$ cat config.mk
export PLATFORM = sky130hd
export DESIGN_NAME = pcw_boot_streamer
export DESIGN_NICKNAME = d
export VERILOG_FILES = /design/src/rtl/pcw_boot_pkg.sv /design/src/rtl/pcw_boot_streamer.sv
export SDC_FILE = /design/constraint.sdc
export NUM_CORES = 1
export LEC_CHECK = 0
export BUFFER_PORTS_ARGS = -buffer_cell sky130_fd_sc_hd__clkbuf_2
export CORE_AREA = 2 2 81 52
export DETAILED_ROUTE_END_ITERATION = 10
export DIE_AREA = 0 0 83 54
export MAX_ROUTING_LAYER = met4
export PLACE_DENSITY = 0.8
export SLEW_MARGIN = 25
export SYNTH_ARGS = -nofsm -noshare
export SYNTH_HDL_FRONTEND = slang
export SYNTH_SLANG_ARGS = --single-unit
export TNS_END_PERCENT = 5
$ cat constraint.sdc
create_clock -name clk_sys -period 3.4 [get_ports clk_sys]
set_clock_uncertainty 0.15 [all_clocks]
set_input_delay 0.34 -clock clk_sys [delete_from_list [all_inputs] [get_ports clk_sys]]
set_output_delay 0.34 -clock clk_sys [all_outputs]
set_load 0.02 [all_outputs]
$ cat src/rtl/pcw_boot_pkg.sv
// Shared FSM encoding, default image geometry and machine-model codes for the PCW boot streamer.
package pcw_boot_pkg;

   typedef logic [2:0] boot_state_t;

   localparam boot_state_t ST_ARM   = 3'd0;
   localparam boot_state_t ST_FETCH = 3'd1;
   localparam boot_state_t ST_LATCH = 3'd2;
   localparam boot_state_t ST_WRITE = 3'd3;
   localparam boot_state_t ST_EXEC  = 3'd4;
   localparam boot_state_t ST_DONE  = 3'd5;

   localparam int          BOOT_LEN_PCW      = 276;
   localparam logic [15:0] EXEC_ADDR_DEFAULT = 16'h0000;

   localparam logic MODEL_8256 = 1'b0;  // 8256/8512
   localparam logic MODEL_9512 = 1'b1;  // 9512 and later

endpackage

$ cat src/rtl/pcw_boot_streamer.sv
// Copies BOOT_LEN ROM bytes into RAM at 0 after reset/restart, one byte per 3 cycles; dn_wait holds the
// strobe, execute_enable pulses 3*BOOT_LEN+2 cycles after release. Optional checksum: BOOT_CKSUM_EN.
module pcw_boot_streamer
   import pcw_boot_pkg::*;
#(
   parameter int                BOOT_LEN  = BOOT_LEN_PCW,
   parameter int                ADDR_W    = 16,
   parameter logic [ADDR_W-1:0] EXEC_ADDR = ADDR_W'(EXEC_ADDR_DEFAULT)
) (
   input  logic              clk_sys,
   input  logic              reset,
   input  logic              restart,
   input  logic              model,
   output logic              rom_model,
   output logic [ADDR_W-1:0] rom_addr,
   input  logic [7:0]        rom_data,
   output logic              dn_go,
   output logic              dn_wr,
   output logic [ADDR_W-1:0] dn_addr,
   output logic [7:0]        dn_data,
   input  logic              dn_wait,
   output logic [ADDR_W-1:0] execute_addr,
   output logic              execute_enable,
   output logic              busy,
   output logic              boot_err
);

`ifdef BOOT_CKSUM_EN
   localparam int CKSUM_EN = 1;
`else
   localparam int CKSUM_EN = 0;
`endif

   localparam logic [ADDR_W-1:0] LAST_IDX  = ADDR_W'(BOOT_LEN - 1);
   localparam logic [ADDR_W-1:0] CKSUM_IDX = ADDR_W'(BOOT_LEN);

   // The counter never wraps, so every fetched byte (checksum included) needs its own address.
   if (BOOT_LEN < 1 || (64'(BOOT_LEN) + 64'(CKSUM_EN)) > (64'd1 << ADDR_W)) begin : g_len_check
      $error("pcw_boot_streamer: BOOT_LEN does not fit in ADDR_W address bits");
   end

   boot_state_t       state;
   logic [ADDR_W-1:0] cnt;
   logic              cksum_step;
   logic              write_last;
   logic              exec_ok;

   assign cksum_step   = (CKSUM_EN != 0) && (cnt == CKSUM_IDX);
   assign write_last   = (CKSUM_EN == 0) && (cnt == LAST_IDX);
   assign rom_addr     = cnt;
   assign dn_addr      = cnt;
   assign execute_addr = EXEC_ADDR;
   assign dn_wr        = (state == ST_WRITE) && !dn_wait && !cksum_step;

   always_ff @(posedge clk_sys or posedge reset) begin
      if (reset) begin
         state          <= ST_ARM;
         cnt            <= '0;
         rom_model      <= MODEL_8256;
         dn_data        <= '0;
         dn_go          <= 1'b0;
         busy           <= 1'b0;
         execute_enable <= 1'b0;
      end else begin
         execute_enable <= 1'b0;
         case (state)
            ST_ARM: begin
               rom_model <= (model == MODEL_9512) ? MODEL_9512 : MODEL_8256;
               cnt       <= '0;
               dn_go     <= 1'b1;
               busy      <= 1'b1;
               state     <= ST_FETCH;
            end
            ST_FETCH: state <= ST_LATCH;
            ST_LATCH: begin
               dn_data <= rom_data;
               state   <= ST_WRITE;
            end
            ST_WRITE: begin
               // The checksum byte is only summed, never written, so back-pressure does not apply.
               if (cksum_step) begin
                  state <= ST_EXEC;
               end else if (!dn_wait) begin
                  if (write_last) begin
                     state <= ST_EXEC;
                  end else begin
                     cnt   <= cnt + ADDR_W'(1);
                     state <= ST_FETCH;
                  end
               end
            end
            ST_EXEC: begin
               dn_go          <= 1'b0;
               busy           <= 1'b0;
               execute_enable <= exec_ok;
               state          <= ST_DONE;
            end
            ST_DONE: begin
               if (restart) begin
                  cnt   <= '0;
                  state <= ST_ARM;
               end
            end
            default: state <= ST_ARM;
         endcase
      end
   end

`ifdef BOOT_CKSUM_EN
   logic [7:0] cksum;

   always_ff @(posedge clk_sys or posedge reset) begin
      if (reset) begin
         cksum    <= '0;
         boot_err <= 1'b0;
      end else if (state == ST_ARM || (state == ST_DONE && restart)) begin
         cksum    <= '0;
         boot_err <= 1'b0;
      end else if (state == ST_LATCH) begin
         cksum <= cksum + rom_data;
      end else if (state == ST_EXEC && cksum != 8'h00) begin
         boot_err <= 1'b1;
      end
   end

   assign exec_ok = (cksum == 8'h00);
`else
   assign exec_ok  = 1'b1;
   assign boot_err = 1'b0;
`endif

endmodule

# Yosys cells after proc, flatten, opt, wreduce, memory -nomap -nowiden

Index checks and enable logic that the tools add are counted.

Equal/unequal tests: 9
Shifts and indexed selects: 0
$mul: 0
Div/mod/pow operators: 0
Order comparisons: 0
Reduce and logical (&&, ||, !) cells: 7
Bitwise operators: 0
Multiplexer cells: 11
$add $sub $neg: 1

Operator list:

| kind                    | number |
|---|---|
| $mux W16                | 3 |
| $pmux W16 S3            | 1 |
| $pmux W3 S6             | 1 |
| $add A16 B1 Y16 const B | 1 |
| $eq A16 B9 Y1 const B   | 1 |
| $mux W3                 | 3 |
| $eq A3 B2 Y1 const B    | 2 |
| $eq A3 B3 Y1 const B    | 2 |
| $ne A2 B2 Y1 const B    | 3 |
| $reduce_and A4 Y1       | 1 |
| $eq A3 B1 Y1 const B    | 1 |
| $logic_not A3 Y1        | 1 |
| $reduce_bool A3 Y1      | 1 |
| $mux W1                 | 2 |
| $pmux W1 S2             | 1 |
| $reduce_and A2 Y1       | 1 |
| $reduce_bool A2 Y1      | 1 |
| $logic_and A1 B1 Y1     | 1 |
| $logic_not A1 Y1        | 1 |

Memory bits (read-only): 0
Bits in writable memories: 0
Register bits after elaboration: 30
Bits in latches: 0
Bits of input ports: 13
Output and inout port bits: 62
Memories kept: 0

# Longest topological paths before layout

Depth after elaboration: 4
Gate-level depth with buffers: 6
Gate-level depth less buffers: 5

# Worst setup path before layout

No wires, ideal clock.

Path kind: flip-flop to flip-flop
From: register cnt[2] (netlist: dn_addr[2])
To: register cnt[12] (netlist: dn_addr[12])
Buffers on the path: 0
Slack: 1,531 ps
Arrival time: 1,641 ps
Period minus slack after synthesis: 1,869 ps
Stages on the path, launching flop included: 5
Library setup time: 78 ps
Cells stage by stage: dfrtp_1 > and4_1 > nand4_1 > or4_1 > a21oi_1

Cells in the longest elaborated chain, start to end: 4
Elaborated cells on any way between the ends: 7
Those cells by class: 1 x add/sub; 2 x eq/ne; 3 x mux; 1 x reduce/logical

RTL lines:

| item                   | RTL line                | source |
|---|---|---|
| from (decl)            | pcw_boot_streamer.sv:43 | `logic [ADDR_W-1:0] cnt;` |
| from (signal assigned) | pcw_boot_streamer.sv:87 | `cnt <= cnt + ADDR_W'(1);` |
| $add A16 B1 Y16        | pcw_boot_streamer.sv:87 |  |
| $mux W16               | pcw_boot_streamer.sv:84 | `if (write_last) begin` |
| $mux W16               | pcw_boot_streamer.sv:83 | `end else if (!dn_wait) begin` |
| $pmux W16 S3           | pcw_boot_streamer.sv:66 | `case (state)` |

Parallel ways exist; a longest one is shown, timed or not. The select of a mux whose other input is x is not followed.
A chain may end at the register's enable or synchronous reset.

# Final worst setup path

From: register cnt[2] (netlist: dn_addr[2])
To: register cnt[14] (netlist: dn_addr[14])

The elaborated chain is that of the path after synthesis.

==> flow_summary.yaml <==
grt:
  grt_pass1_vias: 1202
  grt_pass1_wl_um: 5720
  grt_overflow: 0
  grt.total_usage_pct: 17.9
  antenna_found_initial: 0
  grt_max_degree: 31
layout:
  multi_input_area_um2: 786
  final_layout_size_suffix_gt1_share_pct: 37.8
  most-common-layout-cells: "57 x clkbuf_2, 30 x dfrtp_1, 17 x conb_1"
  final_common_cell: "clkbuf_2"
  area_growth_syn_to_layout_pct: 12.9
  seqCellArea_um2: 751
  n_antenna_cell: 0
  fill_cells: 379
  final_nets: 230
power:
  seq_power_share_pct: 39.6
  comb_power_share_pct: 39.1
  p_clk_share_pct: 21.3
  power_switching_uw: 573
  swShare_pct: 41.0
  leakagePower_uw: 0.000962
  intPower_uw: 825
  peakVddDrop_uv: 389
  total_power_uw: 1400
  power.density_nw_per_um2: 696
yosys:
  synth_edf_count: 0
  yosys-top-cells-area: "dfrtp_1 42%, buf_4 15%, mux2_2 6.3%"
  syn_area_um2: 1780
  seq_area_frac_synth_pct: 42.2
  yosysUniqueCellTypes: 40
  synth-async-reset-ratio_pct: 100
  synth_ff_type: "dfrtp_1"
  yosysWarnings: 0
  avgSynthCellArea_um2: 10.3
  synth_seq_cells: 30
  synthCells: 173
  synth_top_area_cell: "dfrtp_1"
  synth_top_area_share_pct: 42.2
route:
  routed_via_density: 5.22
  post_drt_wl_per_cell_um: 13.8
  via_count: 1394
  drc_errors: 0
  drt-total-wl_um: 3690
  ant_nets: 0
  drt_iter0_drc: 37
  dr.pass1.iters: 4
worst_setup_path:
  crit_path_end_kind: "flop"
  cp_data_required_time_ps: 3470
  path_cells: "and4_1 -> nand4_1 -> or4_1 -> a21oi_1"
  cp_slowest_stage_delay_ps: 510
  crit_path_top_delay_cell: "or4_1"
  crit_fanout: 10
  r2r_cells: 4
  worstSetupStartpointType: "flop"
  critPathKind: "flop to flop"
  critPathArrivalTime_ps: 2150
clocking:
  cts_buffers: 5
  cts_tree: "done"
  htreeDepth: 2
  postCtsSetupBuffers: 0
  clock_path_buffers: 2
  cts_sinks: 30
  path_clk_slew_ps: 70
  insertion_delay_ps: 290
  root_buffer: "clkbuf_8"
  cts_resized: 0
  postCtsHoldBufs: 1
floorplanning:
  std_cell_rows: 18
  dieArea_um2: 4480
  start_util_pct: 46.2
  io_pins: 75
  core_um2: 3850
  die_w_um: 83
  die_y_um: 54
status:
  outcome: "finished, final reports clean"
sta:
  worst_slew_pin_slew_ps: 640
  fmax_mhz: 480
  hold_violations: 0
  setup_slack_ps: 1320
  rsz0062_at_grt: "no"
  min_period_over_period_pct: 61.3
  setup_tns_ps: 0
  final-setup-viol-count: 0
  fin_crit_ps: 2080
  slew_headroom_pct: 57.2
  slew_violations: 0
worst_hold_path:
  min_path_type: "input pin to flop"
  worstHoldPathCells: 2
place:
  gp_congestion: 0.853
  portBuffers: 57
  place_ws_ps: 1330
  dp_hpwl_um: 2700
run:
  drv_cap: 0
## power groups by stage
stage | sequential, µW | clock, µW | combinational, µW
after floorplan | 619 | 0 | 372
after global placement | 551 | 0 | 540
after detailed placement | 561 | 0 | 551
after CTS | 554 | 306 | 554
after global routing | 574 | 322 | 592
final | 553 | 298 | 547
## path summary, 6_finish.rpt
kind | startpoint | to | slack, ps
min | model | rom_model | 130
max | dn_addr[2] | dn_addr[14] | 1320
max in group asynchronous | reset | busy | 2320
max reg2reg | dn_addr[2] | dn_addr[14] | 1320
min reg2reg | dn_data[7] | dn_data[7] | 360
min in group asynchronous | reset | dn_addr[9] | 500
## registers in the layout, summed over array words and instances, names as in the netlist
name	flops
busy	1
dn_addr	16
rom_model	1
execute_enable	1
state	3
dn_data	8
## cell type report
cell class              instances  share of cell area (%)
clock buffers                   7                    4.30
well taps                      50                    3.12
flip-flops and latches         30                    37.4
multi-input cells             116                    39.1
clock inverters                 1                   0.249
repair buffers                 59                    15.1
inverters                       4                   0.748
## layer usage
| metal | share of wire (%) | global-route usage [%] | up-vias |
|---|---|---|---|
| met5 | 0 | - | - |
| met1 | 49 | 23.6 | 666 |
| met2 | 41 | 23.8 | 50 |
| met4 | 2.5 | 11.5 | 0 |
| li1 | - | - | 670 |
| met3 | 6.8 | 5.37 | 8 |
## cells by family after synthesis
kind of cell             Yosys count  share of synthesized area (%)
other                              1                          0.211
XOR/XNOR                           1                          0.492
AO/OA/AOI/OAI                     34                           13.2
multiplexers                      11                           6.89
flip-flops                        30                           42.2
adder cells (fa/ha/maj)            1                          0.703
AND/OR/NAND/NOR                   52                           19.3
buffers and inverters             43                           17.0
## stage by stage
| stage | std cells | utilization, % | hold slack [ps] | cell area [µm²] |
|---|---|---|---|---|
| 2_1_floorplan | 189 | - | 281 | 1840 |
| 3_3_place_gp | 258 | 49.5 | 263 | 1910 |
| 3_5_place_dp | 258 | 49.5 | 267 | 1910 |
| 4_1_cts | 267 | 52.1 | 120 | 2010 |
| 5_1_grt | 267 | 52.1 | 118 | 2010 |
| 6_report | 267 | 52.1 | 128 | 2010 |
## cells in the mapped netlist, drive strengths merged (2+ instances only)
master / n
buf: 38
nand2: 6
nor3: 3
nor2: 5
and3: 2
or4: 6
a22o: 3
nor3b: 4
o31ai: 6
nand3: 5
nand4: 4
o211ai: 2
mux2: 10
or3: 6
dfrtp: 30
nor4: 2
nor2b: 2
o21ai: 10
inv: 4
a21oi: 10
## worst max-delay path, delay by kind of cell (launching register included)
family	cells	cell delay, ps
AO/OA/AOI/OAI	1	160
flip-flops	1	490
AND/OR/NAND/NOR	3	1200
Power figures use the tool's default switching activity.
